### src/rtl/uart_pkg.sv
// Shared types for the UART frame timing blocks: frame phases and stop-bit modes.
package uart_pkg;

    localparam int DATA_MAX_DEFAULT = 9;

    typedef enum logic [2:0] {
        PH_IDLE   = 3'd0,
        PH_START  = 3'd1,
        PH_DATA   = 3'd2,
        PH_PARITY = 3'd3,
        PH_STOP   = 3'd4
    } phase_e;

    typedef enum logic [1:0] {
        STOP_1    = 2'b00,
        STOP_1P5  = 2'b01,
        STOP_2    = 2'b10,
        STOP_RSVD = 2'b11
    } stop_mode_e;

endpackage

### src/rtl/uart_bit_timer.sv
// Modulo-OVS oversample tick counter with bit-centre and last-tick decodes.
module uart_bit_timer #(
    parameter int OVS = 16,
    localparam int TW = $clog2(OVS)
) (
    input  logic          clk,
    input  logic          rst,
    input  logic          run,
    input  logic          clr,
    output logic [TW-1:0] tick,
    output logic          mid,
    output logic          last
);

    logic [TW-1:0] tick_q;
    logic [TW-1:0] tick_d;

    always_comb begin
        tick_d = tick_q;
        if (clr || !run) begin
            tick_d = '0;
        end else if (tick_q == TW'(OVS - 1)) begin
            tick_d = '0;
        end else begin
            tick_d = tick_q + TW'(1);
        end
    end

    always_ff @(posedge clk) begin
        if (rst) begin
            tick_q <= '0;
        end else begin
            tick_q <= tick_d;
        end
    end

    assign tick = tick_q;
    assign mid  = run && (tick_q == TW'(OVS / 2));
    assign last = run && (tick_q == TW'(OVS - 1));

endmodule

### src/rtl/uart_frame_timer.sv
// UART frame sequencer: walks START/DATA/PARITY/STOP bit periods on an oversampled clock.
module uart_frame_timer
    import uart_pkg::*;
#(
    parameter int OVS      = 16,
    parameter int DATA_MAX = DATA_MAX_DEFAULT
) (
    input  logic       baud_clk,
    input  logic       rst,
    input  logic       start,
    input  logic       abort,
    input  logic [3:0] cfg_data_bits,
    input  logic       cfg_parity_en,
    input  logic [1:0] cfg_stop_mode,
    output phase_e     phase,
    output logic [3:0] bit_idx,
    output logic       mid_tick,
    output logic       bit_end,
    output logic       frame_done,
    output logic       busy
);

    localparam int TW  = $clog2(OVS);
    localparam int SCW = $clog2(2 * OVS);

    if (OVS < 4 || (OVS % 2) != 0) begin : g_ovs_check
        $error("uart_frame_timer: OVS must be even and >= 4");
    end

    phase_e           phase_q, phase_d;
    logic [3:0]       bit_idx_q, bit_idx_d;
    logic [SCW-1:0]   stop_cnt_q, stop_cnt_d;
    logic [3:0]       data_bits_q, data_bits_d;
    logic             parity_q, parity_d;
    stop_mode_e       stop_mode_q, stop_mode_d;

    logic             latch;
    logic             run;
    logic             frame_end;
    logic             tmr_clr;
    logic [TW-1:0]    tick;
    logic             tmr_mid;
    logic             tmr_last;

    function automatic logic [3:0] clamp_bits(input logic [3:0] b);
        if (b < 4'd5) return 4'd5;
        if (b > 4'(DATA_MAX)) return 4'(DATA_MAX);
        return b;
    endfunction

    // Index of the final STOP tick for each supported stop length.
    function automatic logic [SCW-1:0] stop_last(input stop_mode_e m);
        case (m)
            STOP_1P5: return SCW'(OVS + OVS / 2 - 1);
            STOP_2:   return SCW'(2 * OVS - 1);
            default:  return SCW'(OVS - 1);
        endcase
    endfunction

    assign run       = (phase_q != PH_IDLE);
    assign frame_end = (phase_q == PH_STOP) && (stop_cnt_q == stop_last(stop_mode_q));
    assign tmr_clr   = abort || frame_end;

    uart_bit_timer #(.OVS(OVS)) u_bit_timer (
        .clk  (baud_clk),
        .rst  (rst),
        .run  (run),
        .clr  (tmr_clr),
        .tick (tick),
        .mid  (tmr_mid),
        .last (tmr_last)
    );

    always_comb begin
        phase_d     = phase_q;
        bit_idx_d   = bit_idx_q;
        stop_cnt_d  = stop_cnt_q;
        data_bits_d = data_bits_q;
        parity_d    = parity_q;
        stop_mode_d = stop_mode_q;
        latch       = 1'b0;

        case (phase_q)
            PH_IDLE: begin
                if (start) begin
                    phase_d = PH_START;
                    latch   = 1'b1;
                end
            end
            PH_START: begin
                if (tmr_last) phase_d = PH_DATA;
            end
            PH_DATA: begin
                if (tmr_last) begin
                    if (bit_idx_q == data_bits_q - 4'd1) begin
                        bit_idx_d = '0;
                        phase_d   = parity_q ? PH_PARITY : PH_STOP;
                    end else begin
                        bit_idx_d = bit_idx_q + 4'd1;
                    end
                end
            end
            PH_PARITY: begin
                if (tmr_last) phase_d = PH_STOP;
            end
            PH_STOP: begin
                if (frame_end) begin
                    stop_cnt_d = '0;
                    if (start) begin
                        phase_d = PH_START;
                        latch   = 1'b1;
                    end else begin
                        phase_d = PH_IDLE;
                    end
                end else begin
                    stop_cnt_d = stop_cnt_q + SCW'(1);
                end
            end
            default: phase_d = PH_IDLE;
        endcase

        if (abort) begin
            phase_d    = PH_IDLE;
            bit_idx_d  = '0;
            stop_cnt_d = '0;
            latch      = 1'b0;
        end

        // The reserved stop encoding is folded into single-stop at capture time.
        if (latch) begin
            data_bits_d = clamp_bits(cfg_data_bits);
            parity_d    = cfg_parity_en;
            stop_mode_d = (stop_mode_e'(cfg_stop_mode) == STOP_RSVD) ? STOP_1
                                                                    : stop_mode_e'(cfg_stop_mode);
        end
    end

    always_ff @(posedge baud_clk) begin
        if (rst) begin
            phase_q    <= PH_IDLE;
            bit_idx_q  <= '0;
            stop_cnt_q <= '0;
        end else begin
            phase_q    <= phase_d;
            bit_idx_q  <= bit_idx_d;
            stop_cnt_q <= stop_cnt_d;
        end
    end

    always_ff @(posedge baud_clk) begin
        data_bits_q <= data_bits_d;
        parity_q    <= parity_d;
        stop_mode_q <= stop_mode_d;
    end

    assign phase      = phase_q;
    assign bit_idx    = bit_idx_q;
    assign mid_tick   = tmr_mid;
    assign bit_end    = tmr_last || frame_end;
    assign frame_done = frame_end;
    assign busy       = run;

endmodule

### config.mk
export PLATFORM = sky130hd
export DESIGN_NAME = uart_frame_timer
export DESIGN_NICKNAME = d
export VERILOG_FILES = /design/src/rtl/uart_pkg.sv /design/src/rtl/uart_bit_timer.sv /design/src/rtl/uart_frame_timer.sv
export SDC_FILE = /design/constraint.sdc
export NUM_CORES = 1
export LEC_CHECK = 0
export CORE_MARGIN = 5
export CORE_UTILIZATION = 55
export CTS_CLUSTER_SIZE = 30
export DETAILED_ROUTE_END_ITERATION = 6
export GPL_TIMING_DRIVEN = 0
export HOLD_SLACK_MARGIN = 0.15
export MAX_ROUTING_LAYER = met4
export PLACE_DENSITY_LB_ADDON = 0.25
export SLEW_MARGIN = 10
export SYNTH_ARGS = -nofsm -noshare
export SYNTH_HDL_FRONTEND = slang
export SYNTH_SLANG_ARGS = --single-unit
### constraint.sdc
create_clock -name baud_clk -period 4.4 [get_ports baud_clk]
set_input_delay 0.66 -clock baud_clk [delete_from_list [all_inputs] [get_ports baud_clk]]
set_output_delay 0.66 -clock baud_clk [all_outputs]
set_load 0.01 [all_outputs]
## After elaboration in Yosys (flattened, before gate mapping)

Index checks and enable logic that the tools add are counted.

| word-level totals | value |
|---|---|
| register bits | 23 |
| logic and storage cells | 68 |

| cells by class | value |
|---|---|
| add/subtract/negate cells | 4 |
| order comparisons | 2 |
| equality and inequality tests | 17 |
| multiplexer cells | 25 |
| reduce and logical (&&, ||, !) cells | 13 |

Operators by type and width:

| kind | count |
|---|---|
| $mux W3 | 7 |
| $mux W4 | 5 |
| $pmux W3 S5 | 1 |
| $ne A2 B2 Y1 const B | 6 |
| $pmux W5 S2 | 1 |
| $mux W1 | 9 |
| $add A4 B1 Y4 const B | 2 |
| $eq A4 B4 Y1 const B | 2 |
| $eq A3 B2 Y1 const B | 2 |
| $reduce_and A6 Y1 | 1 |
| $add A5 B1 Y5 const B | 1 |
| $eq A5 B5 Y1 | 1 |
| $mux W5 | 1 |
| $eq A2 B2 Y1 const B | 2 |
| $eq A4 B4 Y1 | 1 |
| $gt A4 B4 Y1 const B | 1 |
| $lt A4 B3 Y1 const B | 1 |
| $sub A4 B1 Y4 const B | 1 |
| $eq A3 B1 Y1 const B | 1 |
| $eq A3 B3 Y1 const B | 1 |
| $logic_and A1 B1 Y1 | 3 |
| $logic_not A3 Y1 | 1 |
| $logic_or A1 B1 Y1 | 3 |
| $reduce_bool A3 Y1 | 1 |
| other kinds (6) | 6 |

## Longest topological paths before layout

| logic depth | value |
|---|---|
| depth in word-level cells | 12 |
| depth in mapped cells | 7 |

## Modules after synthesis

Synthesis repeated with hierarchy kept, for this count alone.

| unflattened totals | value |
|---|---|
| cells, all modules | 136 |
| area total of the unflattened synthesis | 1,275.0 um^2 |

Modules (own cells, without submodules):

| module | times used | cells an instance | area an instance (um^2) |
|---|---|---|---|
| uart_frame_timer | 1 | 116 | 1,083.5 |
| uart_bit_timer | 1 | 20 | 191.4 |

## Least setup slack after synthesis

OpenSTA, ideal clock, no wires.

| timing | value |
|---|---|
| path type | register -> output |
| from | register stop_mode_q[0] |
| to | output bit_end |
| data arrival time | 1,325 ps |
| data required time | 3,740 ps |
| slack | 2,415 ps |
| cell stages (with the launch flop) | 5 |
| cells stage by stage | edfxtp_1 -> ha_1 -> xor2_1 -> nand4_1 -> o21ai_0 |

| between the ends | value |
|---|---|
| word-level cells in the longest chain between the ends | 5 |

RTL lines:

| element | line | text |
|---|---|---|
| from (decl) | uart_frame_timer.sv:35 | `stop_mode_e stop_mode_q, stop_mode_d;` |
| from (signal assigned) | uart_frame_timer.sv:153 | `stop_mode_q <= stop_mode_d;` |
| $eq A2 B2 Y1 / $eq A2 B1 Y1 (equally long branches) | uart_frame_timer.sv:53 | `case (m)` |
| $pmux W5 S2 (*) | uart_frame_timer.sv:53 |  |
| $eq A5 B5 Y1 (*) | uart_frame_timer.sv:61 | `assign frame_end = (phase_q == PH_STOP) && (stop_cnt_q == stop_last(stop_mode_q));` |
| $logic_and A1 B1 Y1 (*) | uart_frame_timer.sv:61 |  |
| $logic_or A1 B1 Y1 (*) | uart_frame_timer.sv:159 | `assign bit_end = tmr_last \|\| frame_end;` |
| to (decl) | uart_frame_timer.sv:18 | `output logic bit_end,` |

Mark *: on every way between the ends. The rest lies on a longest branch, timed or not.

## Worst setup path in the final report

Same ends and word-level chain as after synthesis.

==> out/qor.txt <==
Number of remaining DRC errors: 0
Synth top area share: 0.2604
Weighted congestion at the end of routability-driven global placement: 0.8907
Most used DFF post-synth: sky130_fd_sc_hd__dfxtp_1
Number of top-level design ports: 22
Max Transition Viols Final: 0
Critical path class: reg2out
Final count of negative-setup-slack endpoints: 0
Number of nets in the layout: 178
Num CTS Buffers: 3
Pin count of the biggest net entering global routing: 13
Footprint of the flip-flops and latches: 530.5 um2
Commonest non-fill, non-tap cell in the layout: sky130_fd_sc_hd__clkdlybuf4s50_1
Vias post-DR: 1010
Share of the cycle needed by the critical path after routing: 0.6526
First-pass DRT Iterations: 4
Area of combinational cells with multiple inputs: 635.6 um2
Netlist area before placement: 0.001230 mm2
Fraction of layout cells with a size suffix above 1: 0.08125
Setup repair after global routing missed its margin: false
Clock Latency Late Sink: 310 ps
Highest ir drop seen on vdd: 0.0001812 V
Via count of the first global-routing pass: 1047
Buffers inserted during post-CTS setup optimization: 0
Count of hold buffers inserted by post-cts repair: 0
Placement row count: 17
Count of clock tree sinks: 23
Number of buffers on the longest clock path: 2
Number of warnings reported in the yosys synthesis log: 0
Final Hold Viols: 0
Count of filler cells inserted in the layout: 186
Worst-Margin Slew: 650.0 ps
Clock root cell: sky130_fd_sc_hd__clkbuf_4
Post-detailed-route count of antenna-violating nets: 0
Synth area leaders: sky130_fd_sc_hd__dfxtp_1, sky130_fd_sc_hd__edfxtp_1, sky130_fd_sc_hd__ha_1
TritonCTS clock tree: yes
Clock H-tree levels: 1
Critical path fanouts, max: 7
Share of synthesized area occupied by flip-flops and latches: 0.4313
Hold Crit Class: reg2reg
Minimum clock period after layout: 2872 ps
Worst hold-check slack: 473.8 ps
Remaining Overflow, GRT: 0
Async set-reset flop share out of synthesis: 0
Post-synthesis cell count: 135
Placed wire-length estimate: 1903 um
Kind of launch point of the worst setup path: flip-flop
Required time of the critical path: 3740 ps
PostCTS Resize Cnt: 0
Growth of design area from synthesis to finish: 22.08%
Number of max-cap violations: 0
CTS clk-pin slew, worst paths: 120 ps
Result of the run: finished, final reports clean
Antenna violations before repair: 0
Wire length of the first global-routing pass: 4409 um
Static leakage: 0.5464 nW
Skew final: 2.650 ps
Synthesized area divided by synthesized cell count: 9.111 um2
Chip Width: 57.29 um
Post-synthesis net count: 152
Crit path max-delay cell type: sky130_fd_sc_hd__clkdlybuf4s50_1
Total wire length after detailed routing: 2379 um
Distinct cell type count after synthesis: 37
Global Route Usage Sum: 0.1756
Vias per inst: 5.372
Kind of capture point of the worst setup path: output port
Final TNS setup: 0 ps
PD cells: 259.5 mW/mm2
First-iteration detailed-routing DRC count: 33
Relative slew slack: 0.5666
Die Ht: 57.29 um
Signal arrival time at the worst endpoint: 2210 ps
Area enclosed by the die boundary: 0.003282 mm2
Highest Clock Rate: 348.2 MHz
Area leader, netlist: sky130_fd_sc_hd__dfxtp_1
Commonest cells after routing, fill and taps aside: sky130_fd_sc_hd__clkdlybuf4s50_1, sky130_fd_sc_hd__dfxtp_1, sky130_fd_sc_hd__nor2_1, sky130_fd_sc_hd__nand2_1, sky130_fd_sc_hd__inv_1
Routed length per placed instance: 12.65 um
Delay contributed by the slowest stage of the critical path: 560 ps
Total Power: 0.3896 mW
Core area: 0.002170 mm2
Number of synthesized flops with an enable pin: 7
Count of port buffers added during placement: 21
Starting density of the core: 0.5669
Flip-flop and latch count after synthesis: 23
Cell Chain, Critical Path: ha_1 -> xor2_1 -> nand4_1 -> o21ai_0 -> clkdlybuf4s50_1
Antenna Cells: 0
[worst paths after layout]
check	from	endpoint	slack [ps]	cells past startpoint
worst min register to register	u_bit_timer.tick[0]	u_bit_timer.tick[0]	470	1
worst max-delay path	stop_mode_q[0]	bit_end	1530	5
worst max register to register	stop_mode_q[0]	stop_mode_q[1]	2320	4
worst min-delay path	u_bit_timer.tick[0]	u_bit_timer.tick[0]	470	1
[where the power goes]
group	switching, mW	internal (mW)
clock network	0.0628	0.0354
registers	0.00568	0.226
logic	0.0280	0.0320
total	0.0965	0.293
[final cells by class]
class | count | share of cell area
Tap cell | 28 | 0.02333
Clock buffer | 4 | 0.01750
Timing Repair Buffer | 21 | 0.1400
Multi-Input combinational cell | 98 | 0.4233
Inverter | 9 | 0.02250
Buffer | 5 | 0.02000
Sequential cell | 23 | 0.3533
[layer usage]
layer	vias up	GRT usage	part of all wire
met3	9	0.02262	0.040
met4	0	0.1026	0.025
met2	24	0.2936	0.49
li1	511	-	-
met5	-	-	0
met1	466	0.1997	0.45
[flip-flops by register name, summed over array words and instances (netlist names)]
register,count
phase,3
data_bits_q,4
stop_cnt_q,5
u_bit_timer.tick,4
stop_mode_q,2
parity_q,1
bit_idx,4
[cells in the mapped netlist (2+ instances only)]
library cell / count
sky130_fd_sc_hd__a21oi_1: 7
sky130_fd_sc_hd__dfxtp_1: 16
sky130_fd_sc_hd__nand3_1: 5
sky130_fd_sc_hd__or2_2: 2
sky130_fd_sc_hd__edfxtp_1: 7
sky130_fd_sc_hd__and3_1: 2
sky130_fd_sc_hd__o21ai_0: 5
sky130_fd_sc_hd__xnor2_1: 7
sky130_fd_sc_hd__o22ai_1: 2
sky130_fd_sc_hd__xor2_1: 6
sky130_fd_sc_hd__nor2_1: 14
sky130_fd_sc_hd__nor3_1: 2
sky130_fd_sc_hd__clkbuf_1: 3
sky130_fd_sc_hd__nor2b_1: 5
sky130_fd_sc_hd__nand2_1: 14
sky130_fd_sc_hd__inv_1: 9
sky130_fd_sc_hd__ha_1: 6
sky130_fd_sc_hd__nand4_1: 4
[through the flow]
step / setup slack (ps) / utilization / std cells / instance area, um2
2_1_floorplan: 2415 / - / 135 / 1230
3_3_place_gp: 1890 / 0.6799 / 184 / 1475
3_5_place_dp: 1880 / 0.6799 / 184 / 1475
4_1_cts: 1507 / 0.6920 / 188 / 1501
5_1_grt: 1394 / 0.6920 / 188 / 1501
6_report: 1528 / 0.6920 / 188 / 1501
[critical path: cells and delay by family, from the launching register on]
family	cells	cell delay, ps
AOI/OAI and AO/OA	1	240
xor gates and xnor gates	1	130
adders and majority gates	1	320
buffers and inverters	1	560
DFF	1	400
and+or+nand+nor	1	260
[kinds of logic after synthesis]
logic type	share of synthesized area
simple gates	0.2503
flops	0.4313
compound gates	0.09562
buf+inv	0.05188
xor+xnor	0.09257
fa+ha+maj	0.06104
mux	0.01729
Power figures use the tool's default switching activity.
